### config.mk
export PLATFORM = sky130hd
export DESIGN_NAME = hamming_tx
export DESIGN_NICKNAME = d
export VERILOG_FILES = /design/src/rtl/hamming_tx.sv
export SDC_FILE = /design/constraint.sdc
export NUM_CORES = 1
export LEC_CHECK = 0
export CORE_UTILIZATION = 56
export CTS_BUF_LIST = sky130_fd_sc_hd__clkbuf_2
export CTS_CLUSTER_SIZE = 16
export DETAILED_ROUTE_END_ITERATION = 8
export PLACE_DENSITY = 0.82
export SLEW_MARGIN = 30
export SYNTH_ARGS = -nofsm -noshare
export SYNTH_HDL_FRONTEND = slang
export SYNTH_SLANG_ARGS = --single-unit
### constraint.sdc
create_clock -name clk -period 2.3 [get_ports clk]
set_clock_uncertainty 0.2 [all_clocks]
set_input_delay 0.46 -clock clk [delete_from_list [all_inputs] [get_ports clk]]
set_output_delay 0.46 -clock clk [all_outputs]
set_load 0.05 [all_outputs]
### src/rtl/hamming_tx.sv
// hamming_tx: byte-in, Hamming(12,8)-encoded serial frame out.
// The codeword bit layout matches the companion 12-bit decoder so code_word
// can be looped straight back into it. err_pos optionally flips one code bit.
//
// state | meaning
// IDLE  | line high, data_ready high, waiting for a byte
// START | start bit (0) held for CLKS_PER_BIT cycles
// DATA  | code bits 0..11, LSB first, each CLKS_PER_BIT cycles
// STOP  | stop bit (1) held for CLKS_PER_BIT cycles
module hamming_tx #(
  parameter int CLKS_PER_BIT = 4
) (
  input  logic        clk,
  input  logic        rst_n,
  input  logic [7:0]  data_in,
  input  logic [3:0]  err_pos,
  input  logic        data_valid,
  output logic        data_ready,
  output logic [11:0] code_word,
  output logic        code_valid,
  output logic        tx,
  output logic        busy
);

  typedef enum logic [1:0] {IDLE, START, DATA, STOP} state_t;

  localparam logic [7:0] LAST_CNT = 8'(CLKS_PER_BIT - 1);

  state_t      state, state_nxt;
  logic [7:0]  cnt, cnt_nxt;
  logic [3:0]  bit_idx, bit_nxt;
  logic        tx_nxt, busy_nxt, ready_nxt, cv_nxt;
  logic [11:0] code_nxt;
  logic        last_cycle;
  logic        accept;

  // Parity bits cover the positions whose 1-based index has that bit set;
  // the optional flip is applied after encoding so the decoder sees a real
  // single-bit error.
  function automatic logic [11:0] encode(input logic [7:0] d, input logic [3:0] e);
    logic [11:0] cw;
    logic        c0, c1, c2, c3;
    c0 = d[0] ^ d[1] ^ d[3] ^ d[4] ^ d[6];
    c1 = d[0] ^ d[2] ^ d[3] ^ d[5] ^ d[6];
    c2 = d[1] ^ d[2] ^ d[3] ^ d[7];
    c3 = d[4] ^ d[5] ^ d[6] ^ d[7];
    cw = {d[7], d[6], d[5], d[4], c3, d[3], d[2], d[1], c2, d[0], c1, c0};
    if (e >= 4'd1 && e <= 4'd12) begin
      cw[e - 4'd1] = ~cw[e - 4'd1];
    end
    return cw;
  endfunction

  assign last_cycle = (cnt == LAST_CNT);
  assign accept     = data_valid && data_ready;

  // State and all outputs are registered so tx never glitches.
  always_ff @(posedge clk or negedge rst_n) begin
    if (!rst_n) begin
      state      <= IDLE;
      cnt        <= 8'd0;
      bit_idx    <= 4'd0;
      tx         <= 1'b1;
      busy       <= 1'b0;
      data_ready <= 1'b0;
      code_valid <= 1'b0;
      code_word  <= 12'h000;
    end else begin
      state      <= state_nxt;
      cnt        <= cnt_nxt;
      bit_idx    <= bit_nxt;
      tx         <= tx_nxt;
      busy       <= busy_nxt;
      data_ready <= ready_nxt;
      code_valid <= cv_nxt;
      code_word  <= code_nxt;
    end
  end

  // Next-state and next-output decode; counters clear on every state entry.
  always_comb begin
    state_nxt = state;
    cnt_nxt   = cnt + 8'd1;
    bit_nxt   = bit_idx;
    tx_nxt    = tx;
    busy_nxt  = busy;
    ready_nxt = data_ready;
    code_nxt  = code_word;
    cv_nxt    = 1'b0;
    case (state)
      IDLE: begin
        cnt_nxt   = 8'd0;
        bit_nxt   = 4'd0;
        tx_nxt    = 1'b1;
        busy_nxt  = 1'b0;
        ready_nxt = 1'b1;
        if (accept) begin
          state_nxt = START;
          code_nxt  = encode(data_in, err_pos);
          cv_nxt    = 1'b1;
          tx_nxt    = 1'b0;
          busy_nxt  = 1'b1;
          ready_nxt = 1'b0;
        end
      end
      START: begin
        if (last_cycle) begin
          state_nxt = DATA;
          cnt_nxt   = 8'd0;
          bit_nxt   = 4'd0;
          tx_nxt    = code_word[0];
        end
      end
      DATA: begin
        if (last_cycle) begin
          cnt_nxt = 8'd0;
          if (bit_idx == 4'd11) begin
            state_nxt = STOP;
            bit_nxt   = 4'd0;
            tx_nxt    = 1'b1;
          end else begin
            bit_nxt = bit_idx + 4'd1;
            tx_nxt  = code_word[bit_idx + 4'd1];
          end
        end
      end
      STOP: begin
        if (last_cycle) begin
          state_nxt = IDLE;
          cnt_nxt   = 8'd0;
          tx_nxt    = 1'b1;
          busy_nxt  = 1'b0;
          ready_nxt = 1'b1;
        end
      end
      default: begin
        state_nxt = IDLE;
        cnt_nxt   = 8'd0;
        bit_nxt   = 4'd0;
        tx_nxt    = 1'b1;
        busy_nxt  = 1'b0;
        ready_nxt = 1'b0;
      end
    endcase
  end

endmodule

==> summary.md, run 1 <==
The wire length after detailed routing is 5100 um, and the detailed-router iteration count before antenna repair is 4. The path class of the tightest hold or removal check is in -> async. The final period demand of the worst path works out to 2.23 ns. The pin count of the biggest net entering global routing is 31, and the count of final max-slew check failures is 0. Number of nets still failing antenna checks after routing: 0. Leaving out fill and tap cells, the most frequent cell in the layout is buf_4. The logs give 0.609 for the effective utilization at floorplan and 0.270 for the aggregate global-route resource usage. Setup repair after global routing left no endpoint under its margin. In this run the mean area of a mapped cell was 9.19 um^2.

Timing analysis after detailed placement gives a worst setup slack of -0.473 ns. The first routing iteration left 157 violations. For the post-route DRC violation count, the log shows 0. The worst setup path is captured at an output port.

The run gives 0 as the number of warnings reported in the yosys synthesis log. The number of cells on the worst reg-to-reg path is 7. For the I/O pin total, the log shows 31. The first global-routing pass estimated 8400 um of wire. Fraction of synthesis flops using an asynchronous set or reset pin: 1.00. The largest total area in the synthesized netlist belongs to dfrtp_1. Measured along the x axis, the die boundary spans 63.4 um. At the pin with the least slew margin, the transition time is 0.518 ns.

The final global-route overflow total was 0; the total placed instance area was 2730 um^2. Setup violations remaining at the end of the flow were counted as 0. The slowest stage of the critical path is the clkdlybuf4s50_1 cell. The flow ran to the end, and the final reports show no timing, DRC or antenna violations. Synthesis instantiated 45 different standard cells from the library. The endpoint identified for the worst register-to-register timing path is code_word[8]. Setup slack closes at 0.0702 ns.

For the area of the die, the log shows 4020 um^2. The area growth from synthesis to layout is 32.9%. The placement row count was 21; the number of synthesized flops with an enable pin was 0. In this run, post-CTS hold repair placed 0 buffers. Clock-pin slew was measured on the worst setup and hold paths at 0.17 ns. Detailed placement ended at an HPWL of 4040 um. For the tightest slew margin relative to the limit, the log shows 0.654. The via count of the first global-routing pass was 1870; the worst setup slack for register-to-register paths was 0.21 ns. After routing the design area is 2810 um^2.

The logs give 0 for the number of hold violations in the final report and 0.872 for the global placer's final weighted congestion. The maximum buffer depth of the clock tree came out at 2. STA classifies the critical path startpoint as a flop. After layout, the design draws a total of 2990 uW. The run gives 258 as the post-synthesis net count. The commonest register cell after synthesis is dfrtp_1. The synthesis-stage register bit count is 30, and the detailed-route wire length per cell is 14.7 um. The tools report the static leakage as 0.00134 uW. The via count came out at 1973.

For the H-tree depth reported by CTS, the log shows 2. For this run, the top clock speed supported by timing is 0.448 GHz. The critical path goes through clkdlybuf4s50_1.

The tool flagged a number of max-cap violations equal to 0. The data arrival time of the worst path was 1.57 ns; the biggest fanout along the worst timing path was 3. The worst stage delay on the critical path is 0.82 ns, and the worst path buffer plus inverter count is 1. The number of nets in the final layout was 327; the number of buffer cells added on primary ports was 30.

The layout cell share with drive strength beyond 1 was 0.210. VDD sags by at most 0.000881 V. The later pin in the worst-skew pair is clocked with a latency of 0.36 ns. The power density over the cells came out at 1070 nW/um^2. The post-synthesis sequential area ratio came out at 0.356. The via count normalized by instance count is 5.70. The critical path is of the reg -> out type. The final period utilization came out at 0.969. For the number of antenna violations at the first check in global routing, the log shows 0. In this run the cell area of the synthesized design comes to 2110 um^2. The tools report the cell chosen for the clock root as clkbuf_2. The area of the core region came out at 3470 um^2. The die is 63.4 um tall.

The library cells used most frequently in the layout, excluding fill and tap cells, are 38 x buf_4, 29 x dfrtp_1, 24 x nor2_1. The family with the most delay on the worst path is buffers and inverters. The number of antenna diodes in the final layout is 0. Yosys attributes the largest share of cell area to dfrtp_1 34%, ha_1 7.7%, mux4_2 4.3%, nor2_1 4.3%, xnor2_1 4.1%. The startpoint of the worst-slack reg-to-reg timing path is state[0]. The logs give 1.64 ns for the required time at the worst-slack endpoint and 30 for the sink count of the clock tree. Counting the buffers created by CTS gives 5.

The number of instances in the synthesized netlist was 230. The proportion of netlist area held by the largest area contributor was 0.343. TritonCTS built the clock tree.
[final cells by class]
class | count | area (um^2)
clock inverter | 2 | 8.76
tap | 46 | 57.6
fill | 255 | 661
timing repair buffer | 67 | 596
multi-input combinational | 184 | 1320
clock buffer | 6 | 30.0
inverter | 11 | 41.3
sequential | 30 | 752
[state kept, by name, indices dropped and copies added, names as in the netlist]
register and cells:
cnt 8, bit_idx 4, code_valid 1, busy 1, tx 1, state 2
code_word 12, data_ready 1
[per-stage QoR]
stage	hold WS, ns	std cells	TNS, ns	utilization
5_1_grt	0.265	346	0	0.810
4_1_cts	0.276	346	0	0.799
3_3_place_gp	0.288	338	-3.49	0.786
2_1_floorplan	-0.0356	230	0	-
6_report	0.256	346	0	0.810
3_5_place_dp	0.304	338	-4.68	0.786
[power by group]
| group | switching, uW | internal (uW) |
|---|---|---|
| sequential | 174 | 721 |
| combinational | 1120 | 721 |
| clock | 182 | 74.8 |
| total | 1480 | 1520 |
[worst max-delay path by stage]
stage / start / endpoint / slack (ns) / depth (start not counted)
2_1_floorplan: err_pos[0] / code_word[10] / 0.15 / 8
3_3_place_gp: err_pos[1] / code_word[8] / -0.38 / 9
3_5_place_dp: err_pos[1] / code_word[11] / -0.47 / 9
4_1_cts: code_word[11] / code_word[11] / 0.01 / 1
5_1_grt: code_word[7] / code_word[7] / 0.004 / 1
6_report: code_word[4] / code_word[4] / 0.07 / 1
[metal layers]
| metal | global-route usage | share of wire |
|---|---|---|
| met5 | 0 | 0 |
| met4 | 0.0653 | 0.011 |
| met3 | 0.0471 | 0.052 |
| met2 | 0.455 | 0.49 |
| met1 | 0.359 | 0.45 |
[cell families (layout without fill, tap and decap cells)]
family	count (synthesis)	after routing	synth area share
and+or+nand+nor	81	81	0.185
AOI/OAI and AO/OA	62	62	0.198
DFF	30	30	0.356
xor gates and xnor gates	20	20	0.0864
buffers and inverters	16	86	0.0290
adders and majority gates	13	13	0.0770
muxes	8	8	0.0693
[what timing repair did]
item	in CTS	in global routing
setup buffers	0	0
endpoints found under the setup margin	5	17
pin swaps	0	0
gates resized for setup	2	12
[cells in the mapped netlist (3+ instances only)]
| master | count |
|---|---|
| dfrtp_1 | 29 |
| nor2_1 | 24 |
| nand2_1 | 22 |
| o21ai_0 | 16 |
| ha_1 | 13 |
| a21oi_1 | 12 |
| inv_1 | 11 |
| xnor2_1 | 10 |
| nand3_1 | 9 |
| xor2_1 | 9 |
| and2_1 | 6 |
| o22ai_1 | 6 |
| o31ai_1 | 5 |
| and3_1 | 4 |
| clkbuf_1 | 4 |
| mux4_2 | 4 |
| nor2b_1 | 4 |
| o21ai_1 | 4 |
| a211o_1 | 3 |
| mux2i_1 | 3 |
| nand2b_1 | 3 |
| nor3_1 | 3 |
Power figures use the tool's default switching activity.
==> run 2, diff against run 1 <==
--- a/config.mk
+++ b/config.mk
@@ -9,8 +9,9 @@
 export CTS_BUF_LIST = sky130_fd_sc_hd__clkbuf_2
 export CTS_CLUSTER_SIZE = 16
 export DETAILED_ROUTE_END_ITERATION = 8
-export PLACE_DENSITY = 0.82
+export PLACE_DENSITY_LB_ADDON = 0.15
 export SLEW_MARGIN = 30
 export SYNTH_ARGS = -nofsm -noshare
 export SYNTH_HDL_FRONTEND = slang
 export SYNTH_SLANG_ARGS = --single-unit
+export TNS_END_PERCENT = 20
==> constraint.sdc (replaced) <==
create_clock -name clk -period 2.2 [get_ports clk]
set_clock_uncertainty 0.2 [all_clocks]
set_input_delay 0.44 -clock clk [delete_from_list [all_inputs] [get_ports clk]]
set_output_delay 0.44 -clock clk [all_outputs]
set_load 0.05 [all_outputs]
==> run 2 against run 1 <==
Effect of this change: combinational power about the same; count of clock-buffer cells in the layout decreased by 1; sequential cell count unchanged; via count decreased by 3.9%; global-route usage increased by 0.52 points; critical path type is now in -> reg; critical endpoint is now code_word[9]; highest routed layer unchanged.
==> summary.md, run 2 (synthesis gave the netlist of run 1 again) <==
The die covers 4020 um^2. The run finished with clean final reports. The final period utilization was 0.972; the count of fill cells added during filler insertion was 264. The final period demand of the worst path was 2.14 ns; the via count was 1897. The sequential cells in the finished layout cover a total of 752 um^2. In the final layout, the multi-input gates occupy 1320 um^2. Setup violations remaining at the end of the flow were counted as 0.

From synthesis to final layout, the design area changed by 32.1%. After clock tree synthesis, the clock-pin slew on the worst setup and hold paths is 0.19 ns. During placement, the flow inserted port buffers numbering 30. The layout cell share with drive strength beyond 1 was 0.221; the number of hold violations in the final report was 0. The origin of the worst setup path was data_in[6]. The power density over the cells came out at 1150 nW/um^2.

In the layout the commonest cells are 39 x buf_4, 29 x dfrtp_1, 24 x nor2_1. The logs give 31 for the I/O pin total and 2 for the H-tree depth reported by CTS. The worst setup path is of the in -> reg kind. The tools report the count of placed standard cells including taps as 337.

Excluding fillers, the count of instances in the completed layout stands at 345. The tools report the final global-route overflow total as 0. The worst setup path is captured at a flop.

The violation count after the first detailed-route iteration is 124. At the pin with the least slew margin, the transition time is 0.499 ns. Before antenna repair, the detailed router went through 4 iterations. The logs give 2 for the maximum buffer depth of the clock tree and 326 for the number of nets in the final layout. For the post-route core utilization, the log shows 0.805. The tools report the tightest slew margin relative to the limit as 0.667.

Global-route wire length before repair: 8560 um. For the wire length after detailed routing, the log shows 5110 um. After detailed routing, the number of remaining DRC violations is 0. The number of max-cap violations was 0.

Among all stages on the critical path, the largest delay is contributed by clkdlybuf4s50_1. STA puts the critical path data required time at 2.31 ns. Using the TritonRoute via totals, the vias-per-cell ratio works out to 5.50. Register ranked first by flip-flop count: code_word.

The logs give 0.275 for the aggregate global-route resource usage and 0 for the number of antenna violations at the first check in global routing. The top achievable clock speed was 0.467 GHz; the sink count of the clock tree was 30. In the final routed layout, each cell accounts on average for 14.8 um. At the placement stage, the worst setup path has a slack of -0.496 ns. Placement row count: 21. Entering global routing, the biggest net connects 31 pins. The effective utilization at floorplan was 0.609. The number of hold buffers added after CTS was 0. In this run the horizontal extent of the chip is 63.4 um. The number of flip-flops in the largest register was 12; the number of nets still failing antenna checks after routing was 0. The biggest fanout along the worst timing path works out to 5.

After legalization and detailed placement, the total HPWL measured 3880 um. In the final layout, the registers with the most flip-flops are code_word: 12 flops, cnt: 8 flops, bit_idx: 4 flops. The count of final max-slew check failures is 0. STA puts the critical path data arrival time at 2.25 ns. In the post-route analysis, the smallest setup slack over all paths is 0.0605 ns. The startpoint identified for the worst register-to-register timing path is cnt[2]. At the later pin of the worst-skew pair, clock insertion delay measures 0.37 ns. In this design, the largest share of critical-path delay is due to buffers and inverters. The tree is rooted in a clkbuf_2. The min-delay analysis places its worst path in the category in -> async.

For this run, the slowest stage of the critical path takes 0.54 ns. Routability-driven placement finished with a final weighted congestion of 0.872. The die is 63.4 um tall.

The analysis attributes to cell leakage a power of 0.00131 uW. The critical path goes through clkdlybuf4s50_1 > xor2_1 > xnor2_1 > mux4_2 > nand2b_4 > a31oi_4 > a21oi_1. The count of antenna diodes in the layout was 0. The library cell used most frequently in the layout, excluding fill and tap cells, is buf_4. The worst path buffer plus inverter count was 1; the TritonCTS buffer count was 5. The worst setup path is launched from an input pin. The run gives 0 ns as the total negative slack for setup checks. The core region is 3470 um^2.

VDD sags by at most 0.000754 V. For the via count of the first global-routing pass, the log shows 1812. TritonCTS built the clock tree.
==> run 2: final timing paths <==
check                                end  slack [ns]  cells past startpoint
setup / recovery            code_word[9]        0.06                      7
hold / removal             code_word[10]        0.23                      2
setup reg to reg                state[0]        0.13                      5
hold reg to reg             code_word[6]        0.33                      2
max in group asynchronous             tx        1.25                      2
min in group clk            code_word[6]        0.33                      2
==> run 2: area by class of cell <==
type	instances	area share
Sequential cell	30	0.269
Clock buffer	5	0.00896
Clock inverter	3	0.0161
Tap cell	46	0.0206
Multi-Input combinational cell	184	0.472
Inverter	11	0.0148
Timing Repair Buffer	66	0.199
==> run 2: power breakdown <==
part	internal, uW	switching, uW	leakage [uW]
Clock	191	216	0.0000352
Combinational	693	1180	0.000899
Sequential	754	184	0.000380
Total	1640	1580	0.00131
==> run 2: timing repair <==
item,4_1_cts,5_1_grt
pin swaps,1,1
gates resized for setup,16,7
setup endpoints to repair,22,17
buffers inserted,0,0
cloned,0,0
==> run 2: routing by layer <==
metal  vias up  share of wire  GRT usage
li1        956              -          -
met1       886           0.47      0.371
met2        49           0.48      0.460
met3         6          0.039     0.0489
met4         0         0.0086     0.0597
met5         -              0          0
==> run 2: per-stage QoR <==
step	cell area, um^2	power (uW)	hold slack, ns
6_report	2790	3220	0.229
3_5_place_dp	2710	2850	0.307
4_1_cts	2770	3180	0.226
3_3_place_gp	2710	2790	0.289
5_1_grt	2790	3430	0.238
2_1_floorplan	2110	2200	-0.0556
